### config.mk
export PLATFORM = sky130hd
export DESIGN_NAME = hand_bbox_extractor
export DESIGN_NICKNAME = d
export VERILOG_FILES = /design/src/rtl/hand_bbox_extractor.sv
export SDC_FILE = /design/constraint.sdc
export NUM_CORES = 1
export LEC_CHECK = 0
export CORE_AREA = 4 4 89 91
export DETAILED_ROUTE_END_ITERATION = 8
export DIE_AREA = 0 0 93 95
export PLACE_DENSITY = 0.8
export SETUP_SLACK_MARGIN = 0.02
export SYNTH_ARGS = -nofsm -noshare
export SYNTH_HDL_FRONTEND = slang
export SYNTH_SLANG_ARGS = --single-unit
### constraint.sdc
create_clock -name slow_clk -period 7.95 [get_ports slow_clk]
set_input_delay 2.385 -clock slow_clk [delete_from_list [all_inputs] [get_ports slow_clk]]
set_output_delay 2.385 -clock slow_clk [all_outputs]
set_load 0.02 [all_outputs]
### src/rtl/hand_bbox_extractor.sv
// Per-frame hand pixel count and bounding box over a raster-order binary pixel stream.
// Optional HAND_CENTROID_EN adds row/column index sums for centroid computation.
module hand_bbox_extractor #(
  parameter int unsigned LENGTH = 30,
  parameter int unsigned WIDTH  = 30,
  parameter int unsigned ROW_W  = $clog2(LENGTH),
  parameter int unsigned COL_W  = $clog2(WIDTH),
  parameter int unsigned CNT_W  = $clog2(LENGTH * WIDTH + 1)
) (
  input  logic             slow_clk,
  input  logic             dbnc_rst,
  input  logic             pix_valid,
  input  logic             pix_bit,
  input  logic             pix_sof,
  output logic             pix_ready,
  output logic             result_valid,
  input  logic             result_ready,
  output logic [CNT_W-1:0] hand_count,
  output logic             hand_present,
  output logic [ROW_W-1:0] min_row,
  output logic [ROW_W-1:0] max_row,
  output logic [COL_W-1:0] min_col,
  output logic [COL_W-1:0] max_col,
`ifdef HAND_CENTROID_EN
  output logic             frame_restart,
  output logic [ROW_W+CNT_W-1:0] row_sum,
  output logic [COL_W+CNT_W-1:0] col_sum
`else
  output logic             frame_restart
`endif
);

  localparam logic [ROW_W-1:0] RowLast = ROW_W'(LENGTH - 1);
  localparam logic [COL_W-1:0] ColLast = COL_W'(WIDTH - 1);

  typedef enum logic [1:0] {StIdle, StAccum, StDone} state_e;

  state_e           state_q, state_d;
  logic [ROW_W-1:0] row_q, row_d, amin_row_q, amin_row_d, amax_row_q, amax_row_d;
  logic [COL_W-1:0] col_q, col_d, amin_col_q, amin_col_d, amax_col_q, amax_col_d;
  logic [CNT_W-1:0] cnt_q, cnt_d, res_cnt_q, res_cnt_d;
  logic             res_present_q, res_present_d, restart_q, restart_d;
  logic [ROW_W-1:0] res_min_row_q, res_min_row_d, res_max_row_q, res_max_row_d;
  logic [COL_W-1:0] res_min_col_q, res_min_col_d, res_max_col_q, res_max_col_d;
`ifdef HAND_CENTROID_EN
  logic [ROW_W+CNT_W-1:0] rsum_q, rsum_d, res_rsum_q, res_rsum_d;
  logic [COL_W+CNT_W-1:0] csum_q, csum_d, res_csum_q, res_csum_d;
`endif

  logic             accept, restart, last;
  logic [ROW_W-1:0] cur_row;
  logic [COL_W-1:0] cur_col;

  assign pix_ready    = (state_q != StDone);
  assign result_valid = (state_q == StDone);
  assign accept       = pix_valid && pix_ready;
  // A mid-frame SOF re-bases the current pixel to (0,0) of a fresh frame.
  assign restart      = accept && pix_sof && (state_q == StAccum) &&
                        ((row_q != '0) || (col_q != '0));
  assign cur_row      = restart ? '0 : row_q;
  assign cur_col      = restart ? '0 : col_q;
  assign last         = (cur_row == RowLast) && (cur_col == ColLast);

  always_comb begin
    state_d       = state_q;
    row_d         = row_q;
    col_d         = col_q;
    cnt_d         = cnt_q;
    amin_row_d    = amin_row_q;
    amax_row_d    = amax_row_q;
    amin_col_d    = amin_col_q;
    amax_col_d    = amax_col_q;
    res_cnt_d     = res_cnt_q;
    res_present_d = res_present_q;
    res_min_row_d = res_min_row_q;
    res_max_row_d = res_max_row_q;
    res_min_col_d = res_min_col_q;
    res_max_col_d = res_max_col_q;
    restart_d     = 1'b0;
`ifdef HAND_CENTROID_EN
    rsum_d        = rsum_q;
    csum_d        = csum_q;
    res_rsum_d    = res_rsum_q;
    res_csum_d    = res_csum_q;
`endif
    unique case (state_q)
      StIdle, StAccum: begin
        if (accept) begin
          restart_d = restart;
          if (restart) begin
            cnt_d      = '0;
            amin_row_d = RowLast;
            amax_row_d = '0;
            amin_col_d = ColLast;
            amax_col_d = '0;
`ifdef HAND_CENTROID_EN
            rsum_d     = '0;
            csum_d     = '0;
`endif
          end
          if (pix_bit) begin
            cnt_d = cnt_d + CNT_W'(1);
            if (cur_row < amin_row_d) amin_row_d = cur_row;
            if (cur_row > amax_row_d) amax_row_d = cur_row;
            if (cur_col < amin_col_d) amin_col_d = cur_col;
            if (cur_col > amax_col_d) amax_col_d = cur_col;
`ifdef HAND_CENTROID_EN
            rsum_d = rsum_d + {{CNT_W{1'b0}}, cur_row};
            csum_d = csum_d + {{CNT_W{1'b0}}, cur_col};
`endif
          end
          if (last) begin
            state_d       = StDone;
            row_d         = '0;
            col_d         = '0;
            res_cnt_d     = cnt_d;
            res_present_d = (cnt_d != '0);
            // Empty frame reports a zero box rather than the min/max init values.
            res_min_row_d = (cnt_d != '0) ? amin_row_d : '0;
            res_max_row_d = (cnt_d != '0) ? amax_row_d : '0;
            res_min_col_d = (cnt_d != '0) ? amin_col_d : '0;
            res_max_col_d = (cnt_d != '0) ? amax_col_d : '0;
`ifdef HAND_CENTROID_EN
            res_rsum_d    = (cnt_d != '0) ? rsum_d : '0;
            res_csum_d    = (cnt_d != '0) ? csum_d : '0;
`endif
          end else begin
            state_d = StAccum;
            if (cur_col == ColLast) begin
              col_d = '0;
              row_d = cur_row + ROW_W'(1);
            end else begin
              col_d = cur_col + COL_W'(1);
              row_d = cur_row;
            end
          end
        end
      end
      StDone: begin
        if (result_ready) begin
          state_d    = StIdle;
          row_d      = '0;
          col_d      = '0;
          cnt_d      = '0;
          amin_row_d = RowLast;
          amax_row_d = '0;
          amin_col_d = ColLast;
          amax_col_d = '0;
`ifdef HAND_CENTROID_EN
          rsum_d     = '0;
          csum_d     = '0;
`endif
        end
      end
      default: state_d = StIdle;
    endcase
  end

  always_ff @(posedge slow_clk or posedge dbnc_rst) begin
    if (dbnc_rst) begin
      state_q       <= StIdle;
      row_q         <= '0;
      col_q         <= '0;
      cnt_q         <= '0;
      amin_row_q    <= RowLast;
      amax_row_q    <= '0;
      amin_col_q    <= ColLast;
      amax_col_q    <= '0;
      res_cnt_q     <= '0;
      res_present_q <= 1'b0;
      res_min_row_q <= '0;
      res_max_row_q <= '0;
      res_min_col_q <= '0;
      res_max_col_q <= '0;
      restart_q     <= 1'b0;
`ifdef HAND_CENTROID_EN
      rsum_q        <= '0;
      csum_q        <= '0;
      res_rsum_q    <= '0;
      res_csum_q    <= '0;
`endif
    end else begin
      state_q       <= state_d;
      row_q         <= row_d;
      col_q         <= col_d;
      cnt_q         <= cnt_d;
      amin_row_q    <= amin_row_d;
      amax_row_q    <= amax_row_d;
      amin_col_q    <= amin_col_d;
      amax_col_q    <= amax_col_d;
      res_cnt_q     <= res_cnt_d;
      res_present_q <= res_present_d;
      res_min_row_q <= res_min_row_d;
      res_max_row_q <= res_max_row_d;
      res_min_col_q <= res_min_col_d;
      res_max_col_q <= res_max_col_d;
      restart_q     <= restart_d;
`ifdef HAND_CENTROID_EN
      rsum_q        <= rsum_d;
      csum_q        <= csum_d;
      res_rsum_q    <= res_rsum_d;
      res_csum_q    <= res_csum_d;
`endif
    end
  end

  assign hand_count    = res_cnt_q;
  assign hand_present  = res_present_q;
  assign min_row       = res_min_row_q;
  assign max_row       = res_max_row_q;
  assign min_col       = res_min_col_q;
  assign max_col       = res_max_col_q;
  assign frame_restart = restart_q;
`ifdef HAND_CENTROID_EN
  assign row_sum       = res_rsum_q;
  assign col_sum       = res_csum_q;
`endif

endmodule

==> impl_metrics.yaml, run 1 <==
synthesis:
  yosysWarnings: 0
  syn_area_per_cell_um2: 9.22
  syn_area_um2: 4170
  synth_edf_count: 0
  synthesis.instances: 452
  synth_async_sr_flop_share_pct: 100
  synth_top_flop_cell: "dfrtp_1"
  synth-seq-area-share_pct: 44.7
  ys_types: 59
  synth_seq_cells: 74
  syn_nets: 481
placed_design:
  gp_congestion: 0.904
  port_buffers: 39
  dp_hpwl_mm: 6.91
worst_setup_path:
  crit_chain: "clkdlybuf4s50_1 > nand4b_2 > a41o_2 > inv_2 > nor2_1 > ha_1 > and3_1 > and4_1 > xnor2_1 > a32oi_1 > nor4b_4 > buf_4 > a211oi_1"
  timing.rr.start: "state_q[1]"
  cp-end-kind: "register"
  critPathArrivalTime_ns: 6.13
  reg2reg_to: "max_row[1]"
  required_ns: 8.16
  reg2reg_depth: 12
  worst-path-buf-inv: 3
  path_class: "input port to register"
  slowest_stage: "a41o_2"
  critical_path.startpoint: "pix_valid"
  critPathTopFamily: "simple AND/OR/NAND/NOR gates"
  reg2reg_slack_ns: 4.12
  critPathMaxFanout: 29
  start_kind: "input port"
  critPathMaxStageDelay_ns: 0.56
grt:
  grtUsageTotal_pct: 24.1
  first_global_vias: 3402
  antenna_found_initial: 0
  grt_pass1_wl_mm: 16.7
  grt_overflow: 0
  grt_max_degree: 75
sta:
  slew_headroom_pct: 9.72
  slew_violations: 0
  rsz0062_at_grt: "false"
  fin_crit_ns: 5.92
  worst_pin_slew_ns: 1.35
  fin_tns_setup_ns: 0
  max_freq_ghz: 0.169
  setup_viol: 0
  hold_viol_final: 0
  fin_skew_ns: 0.0114
  period_share_pct: 74.4
hold_path:
  min_delay_path_depth: 2
  hp-start: "hand_count[0]"
  holdPathEnd: "hand_count[0]"
  hp-class: "register to register"
drt:
  avgViaCountPerCell: 6.06
  drc: 0
  drt_iter0_markers: 289
  avgRoutedWirePerCell_um: 17.2
  dr.pass1.iters: 5
  num_vias: 3531
  totalWireLength_mm: 10.0
  final_antenna_net_count: 0
clock_tree:
  ctsResizeCount: 0
  clkLatencyLatePin_ns: 0.35
  htreeDepth: 3
  clock_path_buffers: 2
  path_clk_slew_ns: 0.08
  cts_sinks: 74
  cts_buffers: 9
  post_cts_buffers: 0
  hold_buffers: 0
  cts_tree: "done"
  clockRootBuffer: "clkbuf_8"
floorplan:
  fp.dieArea_um2: 8840
  dieWidth_um: 93
  pin_count: 40
  initial_core_util_pct: 58.4
  core_area_um2: 7140
  dieHeight_um: 95
  rows: 31
final_layout:
  drive_above_1_share_pct: 11.0
  syn_to_final_growth_pct: 14.5
  fin_nets: 508
  antenna_cells: 0
pwr:
  p_leak_nw: 2.14
  max-vdd-ir-drop_v: 0.0000857
  powerDensity_nw_per_um2: 186
  power_mw: 0.889
outcome:
  status: "finished, final reports clean"
run:
  max-cap-violations: 0
## state kept, by name, summed over array words and instances, names as in the netlist
signal,count
min_row,5
state_q,2
max_col,5
amax_col_q,5
row_q,5
frame_restart,1
max_row,5
hand_present,1
amin_col_q,5
col_q,5
min_col,5
amax_row_q,5
hand_count,10
amin_row_q,5
cnt_q,10
## power breakdown
group | switching (mW) | leakage [nW] | internal (mW)
sequential | 0.0314 | 0.991 | 0.405
combinational | 0.106 | 1.05 | 0.0733
clock | 0.143 | 0.0924 | 0.130
## Yosys cell counts, types with 5 or more instances
master	instances	area [um2]
a21o_1	5	37.5
a21oi_1	30	150
a22o_1	11	96.3
and2_1	7	43.8
buf_2	9	45.0
clkbuf_1	14	52.6
dfrtp_1	66	1650
dfstp_2	8	210
ha_1	23	288
inv_1	19	71.3
mux2_2	6	67.6
nand2_1	76	285
nand3_1	8	40.0
nand4_1	6	37.5
nor2_1	35	131
nor2_2	7	43.8
o21ai_0	31	155
o21ai_1	6	30.0
o22ai_1	6	37.5
xnor2_1	5	43.8
## placed cells by master, fill, tap and decap left out, types with 8 or more instances in the layout
master           synthesis  layout
nand2_1                 76      76
dfrtp_1                 66      66
clkdlybuf4s50_1          0      39
nor2_1                  35      35
o21ai_0                 31      31
a21oi_1                 30      30
ha_1                    23      23
inv_1                   19      18
a22o_1                  11      11
clkbuf_8                 0      11
nand3_1                  8       8
dfstp_2                  8       8
## cell type report
type	instances	area, um2
repair buffers	43	420
flip-flops and latches	74	1860
clock inverters	4	26.3
clock buffers	12	155
inverters	20	75.1
well taps	99	124
multi-input cells	331	2110
fillers	611	2370
## cells by family after synthesis
kind of cell | share of synthesized area [%]
AND/OR/NAND/NOR | 18.6
XOR/XNOR | 1.89
flip-flops | 44.7
multiplexers | 2.88
AO/OA/AOI/OAI | 20.1
buffers and inverters | 4.95
adder cells (fa/ha/maj) | 6.90
## layer usage
metal,global-route usage [%],share of wire [%],vias up
met1,33.6,44,1696
met5,0,0,-
met3,4.54,6.1,32
met2,37.3,47,148
met4,9.52,2.7,0
li1,-,-,1655
## worst min-delay path: stages (launching register included)
cell and delay, ns:
dfrtp_1 0.35, nand2_1 0.04, o21ai_0 0.05
## worst max path at each step
stage | depth (start not counted) | end | slack, ns
6_report | 13 | max_row[1] | 2.03
5_1_grt | 13 | max_row[1] | 1.86
4_1_cts | 13 | max_row[1] | 2.09
3_5_place_dp | 13 | max_row[1] | 1.71
3_3_place_gp | 13 | min_col[3] | 1.88
2_1_floorplan | 13 | max_col[1] | 2.97
## per-stage QoR
step                hold WS [ns]  worst slack [ns]  util [%]  std cells  area [um2]
finish                     0.477              2.03      66.8        583        4770
global route               0.500              1.86      66.8        583        4770
detailed placement         0.468              1.71      64.3        567        4590
floorplan                  0.448              2.97         -        452        4170
global placement           0.461              1.88      64.3        567        4590
CTS                        0.486              2.09      66.8        583        4770
Power figures use the tool's default switching activity.
==> run 2: changes to the inputs <==
Settings changed: CORE_AREA 4 4 89 91 to 4 4 95 97, DIE_AREA 0 0 93 95 to 0 0 99 101, PLACE_DENSITY 0.8 to 0.74.
Clock period 7.95 ns to 4.94 ns, I/O delays scaled along.
==> run 2 against run 1 <==
Non-clock buffer count grew 10. Critical path depth is the same. Sequential cell count is the same. Critical path type unchanged. Largest power group unchanged.
==> impl_metrics.yaml, run 2 (synthesis gave the netlist of run 1 again) <==
final_layout:
  syn_to_final_growth_pct: 17.5
  antenna_cells: 0
  fin_nets: 518
  final_cell_mix: "nand2_1 (76), dfrtp_1 (66), clkdlybuf4s50_1 (39)"
  layout.cells.most_common: "nand2_1"
  drive_above_1_share_pct: 12.1
  postLayoutCoreUtil_pct: 60.2
worst_setup_path:
  critPathArrivalTime_ns: 4.47
  cp-end-kind: "register"
  critPathMaxFanout: 28
  slowest_stage: "clkdlybuf4s50_1"
  critPathMaxStageDelay_ns: 0.56
  worst-path-buf-inv: 3
  reg2reg_slack_ns: 1.67
  path_class: "input port to register"
  reg2reg_to: "amax_row_q[1]"
  crit_top_cell: "a21o_1"
  worstSetupEndpoint: "min_col[1]"
  critPathTopFamily: "compound AO/OA/AOI/OAI gates"
  start_kind: "input port"
  timing.rr.start: "row_q[1]"
  worst-path-stages: 13
  critical_path.startpoint: "pix_valid"
  required_ns: 5.16
  reg2reg_depth: 12
  crit_chain: "clkdlybuf4s50_1 > nand4b_2 > a41o_2 > buf_4 > nand2_1 > inv_1 > ha_1 > a21o_1 > a21o_1 > a221o_1 > mux2_1 > nand3_1 > a21oi_1"
grt:
  antenna_found_initial: 0
  first_global_vias: 3577
  grt_overflow: 0
  grtUsageTotal_pct: 22.0
  grt_pass1_wl_mm: 17.5
  grt_max_degree: 75
placed_design:
  dp_slack_ns: 0.356
  port_buffers: 39
  dp_hpwl_mm: 7.19
  gp_congestion: 0.907
drt:
  avgRoutedWirePerCell_um: 17.3
  wl_met3_um: 617
  routed-wl-met2_mm: 5.24
  highest_layer: "met4"
  wl_met1_mm: 4.30
  num_vias: 3574
  drt_iter0_markers: 151
  final_antenna_net_count: 0
  dr.pass1.iters: 5
  totalWireLength_mm: 10.3
  avgViaCountPerCell: 5.97
  drc: 0
sta:
  max_freq_ghz: 0.235
  fin_tns_setup_ns: 0
  period_share_pct: 86.1
  hold_viol_final: 0
  worst_pin_slew_ns: 0.624
  setup_slack_ns: 0.688
  setup_viol: 0
  holdWs_ns: 0.476
  fin_skew_ns: 0.00887
  slew_headroom_pct: 57.9
  fin_crit_ns: 4.25
  slew_violations: 0
  rsz0062_at_grt: "false"
clock_tree:
  clkLatencyLatePin_ns: 0.35
  cts_tree: "done"
  clockRootBuffer: "clkbuf_8"
  clock_path_buffers: 2
  cts_sinks: 74
  htreeDepth: 3
  ctsResizeCount: 0
  cts_buffers: 9
  path_clk_slew_ns: 0.07
  hold_buffers: 0
  post_cts_buffers: 0
floorplan:
  dieWidth_um: 99
  pin_count: 40
  initial_core_util_pct: 51.2
  fp.dieArea_um2: 10000
  core_area_um2: 8130
  rows: 33
  dieHeight_um: 101
pwr:
  p_int_mw: 1.08
  combinationalPowerShare_pct: 20.1
  powerDensity_nw_per_um2: 311
  max-vdd-ir-drop_v: 0.000143
  seq_power_share_pct: 46.3
  clockPowerShare_pct: 33.6
  p_leak_nw: 2.20
  p_sw_mw: 0.439
  sw_frac_of_total_pct: 28.9
  power_mw: 1.52
outcome:
  status: "finished, final reports clean"
hold_path:
  hp-class: "register to register"
run:
  max-cap-violations: 0
run 2: cell types whose count changed in the layout (fill, tap and decap cells not counted):
cell        change
buf_4           +9
clkinvlp_4      -1
clkinv_4        -1
clkbuf_8        -1
clkbuf_1        +3
clkinv_2        -2
buf_12          +1
bufinv_16       +2
run 2: through the flow:
step	std cells	cell area, um2
floorplan	452	4170
global placement	583	4680
detailed placement	583	4680
CTS	599	4900
global route	599	4900
finish	599	4900
run 2: how the worst min path moves through the flow:
stage | from | to | slack, ns | depth (start not counted)
6_report | hand_count[7] | hand_count[7] | 0.48 | 2
3_3_place_gp | hand_count[9] | hand_count[9] | 0.46 | 2
3_5_place_dp | hand_count[7] | hand_count[7] | 0.47 | 2
5_1_grt | hand_count[2] | hand_count[2] | 0.51 | 2
2_1_floorplan | amax_col_q[4] | amax_col_q[4] | 0.45 | 2
4_1_cts | hand_count[7] | hand_count[7] | 0.49 | 2
run 2: cell type report:
type / instances / area [um2]
Clock inverter: 2 / 60.1
Clock buffer: 14 / 153
Multi-Input combinational cell: 331 / 2110
Tap cell: 105 / 131
Fill cell: 726 / 3240
Timing Repair Buffer: 53 / 508
Sequential cell: 74 / 1860
Inverter: 20 / 75.1
run 2: power by group through the flow:
stage	Clock [mW]	Sequential [mW]	Combinational, mW
6_report	0.512	0.704	0.305
5_1_grt	0.546	0.710	0.344
4_1_cts	0.520	0.703	0.305
3_5_place_dp	0	0.711	0.302
3_3_place_gp	0	0.712	0.292
2_1_floorplan	0	0.692	0.237
run 2: metal layers:
layer | GRT usage [%] | vias to the layer above
met1 | 27.4 | 1755
li1 | - | 1677
met5 | 0 | -
met2 | 37.3 | 117
met3 | 4.91 | 25
met4 | 8.09 | 0
run 2: tightest hold or removal path, delay by kind of cell (launching register included):
family	cells	cell delay, ns
flip-flops	1	0.34
AO/OA/AOI/OAI	1	0.06
AND/OR/NAND/NOR	1	0.04
==> run 3: changes to the inputs <==
Settings changed: CORE_AREA 4 4 95 97 to 4 4 90 92, DIE_AREA 0 0 99 101 to 0 0 94 96, PLACE_DENSITY 0.74 to 0.79.
Clock period 4.94 ns to 3.93 ns, I/O delays scaled along.
==> run 3 against run 2 <==
Power increased by 27%. Cell count increased by 4.5%. Global-route usage increased by 4.1 points. Wire length increased by 3.4%. Design area increased by 5.2%. Register-to-register slack got worse by 0.83 ns. Die area decreased by 9.8%. Core utilization increased by 11 points. Via count increased by 3.4%. Clock skew about the same. Non-clock buffer count increased by 33. Critical path depth unchanged.
==> impl_metrics.yaml, run 3 (synthesis gave the netlist of run 1 again) <==
outcome:
  status: "finished, final reports clean"
drt:
  avgRoutedWirePerCell_um: 17.1
  drt_iter0_markers: 273
  highest_layer: "met4"
  totalWireLength_mm: 10.7
  avgViaCountPerCell: 5.90
  drc: 0
  final_antenna_net_count: 0
  wl_met1_mm: 4.68
  routed-wl-met2_mm: 5.13
  num_vias: 3694
  wl_met3_um: 697
  dr.pass1.iters: 5
grt:
  grtUsageTotal_pct: 26.0
  grt_pass1_wl_mm: 18.3
  first_global_vias: 3724
  antenna_found_initial: 0
  grt_overflow: 0
  grt_max_degree: 43
clock_tree:
  cts_sinks: 74
  ctsResizeCount: 0
  cts_buffers: 9
  htreeDepth: 3
  clockRootBuffer: "clkbuf_8"
  cts_tree: "done"
  clock_path_buffers: 2
  path_clk_slew_ns: 0.07
  post_cts_buffers: 0
  hold_buffers: 0
  clkLatencyLatePin_ns: 0.35
floorplan:
  dieWidth_um: 94
  initial_core_util_pct: 57.8
  dieHeight_um: 96
  rows: 31
  fp.dieArea_um2: 9020
  core_area_um2: 7210
  pin_count: 40
sta:
  hold_viol_final: 0
  max_freq_ghz: 0.265
  fin_skew_ns: 0.00926
  fin_crit_ns: 3.78
  slew_violations: 0
  period_share_pct: 96.1
  rsz0062_at_grt: "false"
  setup_viol: 0
  fin_tns_setup_ns: 0
  setup_slack_ns: 0.154
  worst_pin_slew_ns: 0.695
  slew_headroom_pct: 53.6
pwr:
  sw_frac_of_total_pct: 30.0
  powerDensity_nw_per_um2: 375
  p_sw_mw: 0.579
  seq_power_share_pct: 45.8
  p_leak_nw: 2.36
  combinationalPowerShare_pct: 24.0
  max-vdd-ir-drop_v: 0.000255
  clockPowerShare_pct: 30.2
  p_int_mw: 1.35
placed_design:
  dpl_cell_area_um2: 4960
  gp_congestion: 0.962
  dp_slack_ns: -0.195
  port_buffers: 39
  dp_hpwl_mm: 7.79
  dp_cells: 610
hold_path:
  hp-class: "register to register"
  min_delay_path_depth: 2
  hp-start: "hand_count[8]"
  holdPathEnd: "hand_count[8]"
worst_setup_path:
  reg2reg_depth: 12
  reg2reg_slack_ns: 0.84
  required_ns: 4.15
  cp-end-kind: "register"
  path_class: "input port to register"
  reg2reg_to: "max_row[0]"
  critical_path.startpoint: "pix_valid"
  start_kind: "input port"
  critPathMaxFanout: 21
  timing.rr.start: "row_q[1]"
  critPathArrivalTime_ns: 4.00
final_layout:
  final_cell_mix: "nand2_1 (76), dfrtp_1 (66), buf_4 (43)"
  instances_no_fill: 626
  register_area_um2: 1860
  layout.cells.most_common: "nand2_1"
  syn_to_final_growth_pct: 23.6
  fin_nets: 551
  fillers: 557
  antenna_cells: 0
  postLayoutCoreUtil_pct: 71.4
  drive_above_1_share_pct: 17.8
  multi_input_area_um2: 2110
  final_area_um2: 5150
run:
  max-cap-violations: 0
-- run 3: cell types whose count changed in the layout (fill, tap and decap cells not counted) --
cell       previous run  this run
clkbuf_1              4         3
clkinv_2              0         2
bufinv_16             2         1
buf_12                1         4
buf_4                13        43
-- run 3: layout make-up --
class,instances,area share [%]
multi-input cells,331,40.9
flip-flops and latches,74,36.1
repair buffers,86,15.4
clock inverters,3,0.777
well taps,99,2.40
inverters,20,1.46
clock buffers,13,2.89
-- run 3: layer usage --
layer,vias to the layer above,global-route usage (%)
li1,1737,-
met1,1781,35.0
met2,157,41.9
met3,19,5.24
met4,0,9.63
met5,-,0
-- run 3: per-stage QoR --
| stage | power (mW) | hold slack [ns] |
|---|---|---|
| detailed placement | 1.35 | 0.469 |
| global route | 2.03 | 0.504 |
| floorplan | 1.17 | 0.448 |
| finish | 1.93 | 0.480 |
| CTS | 1.93 | 0.486 |
| global placement | 1.33 | 0.462 |
-- run 3: how the worst max path moves through the flow --
stage	end	depth (start not counted)
after CTS	min_col[2]	13
after floorplan	max_col[1]	13
after global routing	min_col[2]	13
after detailed placement	min_col[2]	13
final	max_row[0]	13
after global placement	max_row[0]	13
-- run 3: power groups by stage --
stage	clock [mW]	combinational, mW	sequential (mW)
global route	0.628	0.511	0.892
floorplan	0	0.298	0.869
finish	0.584	0.463	0.885
CTS	0.590	0.460	0.883
global placement	0	0.438	0.894
detailed placement	0	0.457	0.895
-- run 3: worst max-delay path, cell delays in order --
cell and delay (ns):
clkdlybuf4s50_1 0.49, nand4b_2 0.15, a41o_2 0.29, inv_2 0.11, nor2_1 0.07, ha_1 0.19, and3_1 0.22, nand2_1 0.10
mux2_2 0.34, o32a_1 0.21, nor4b_4 0.36, buf_12 0.21, a211oi_1 0.06
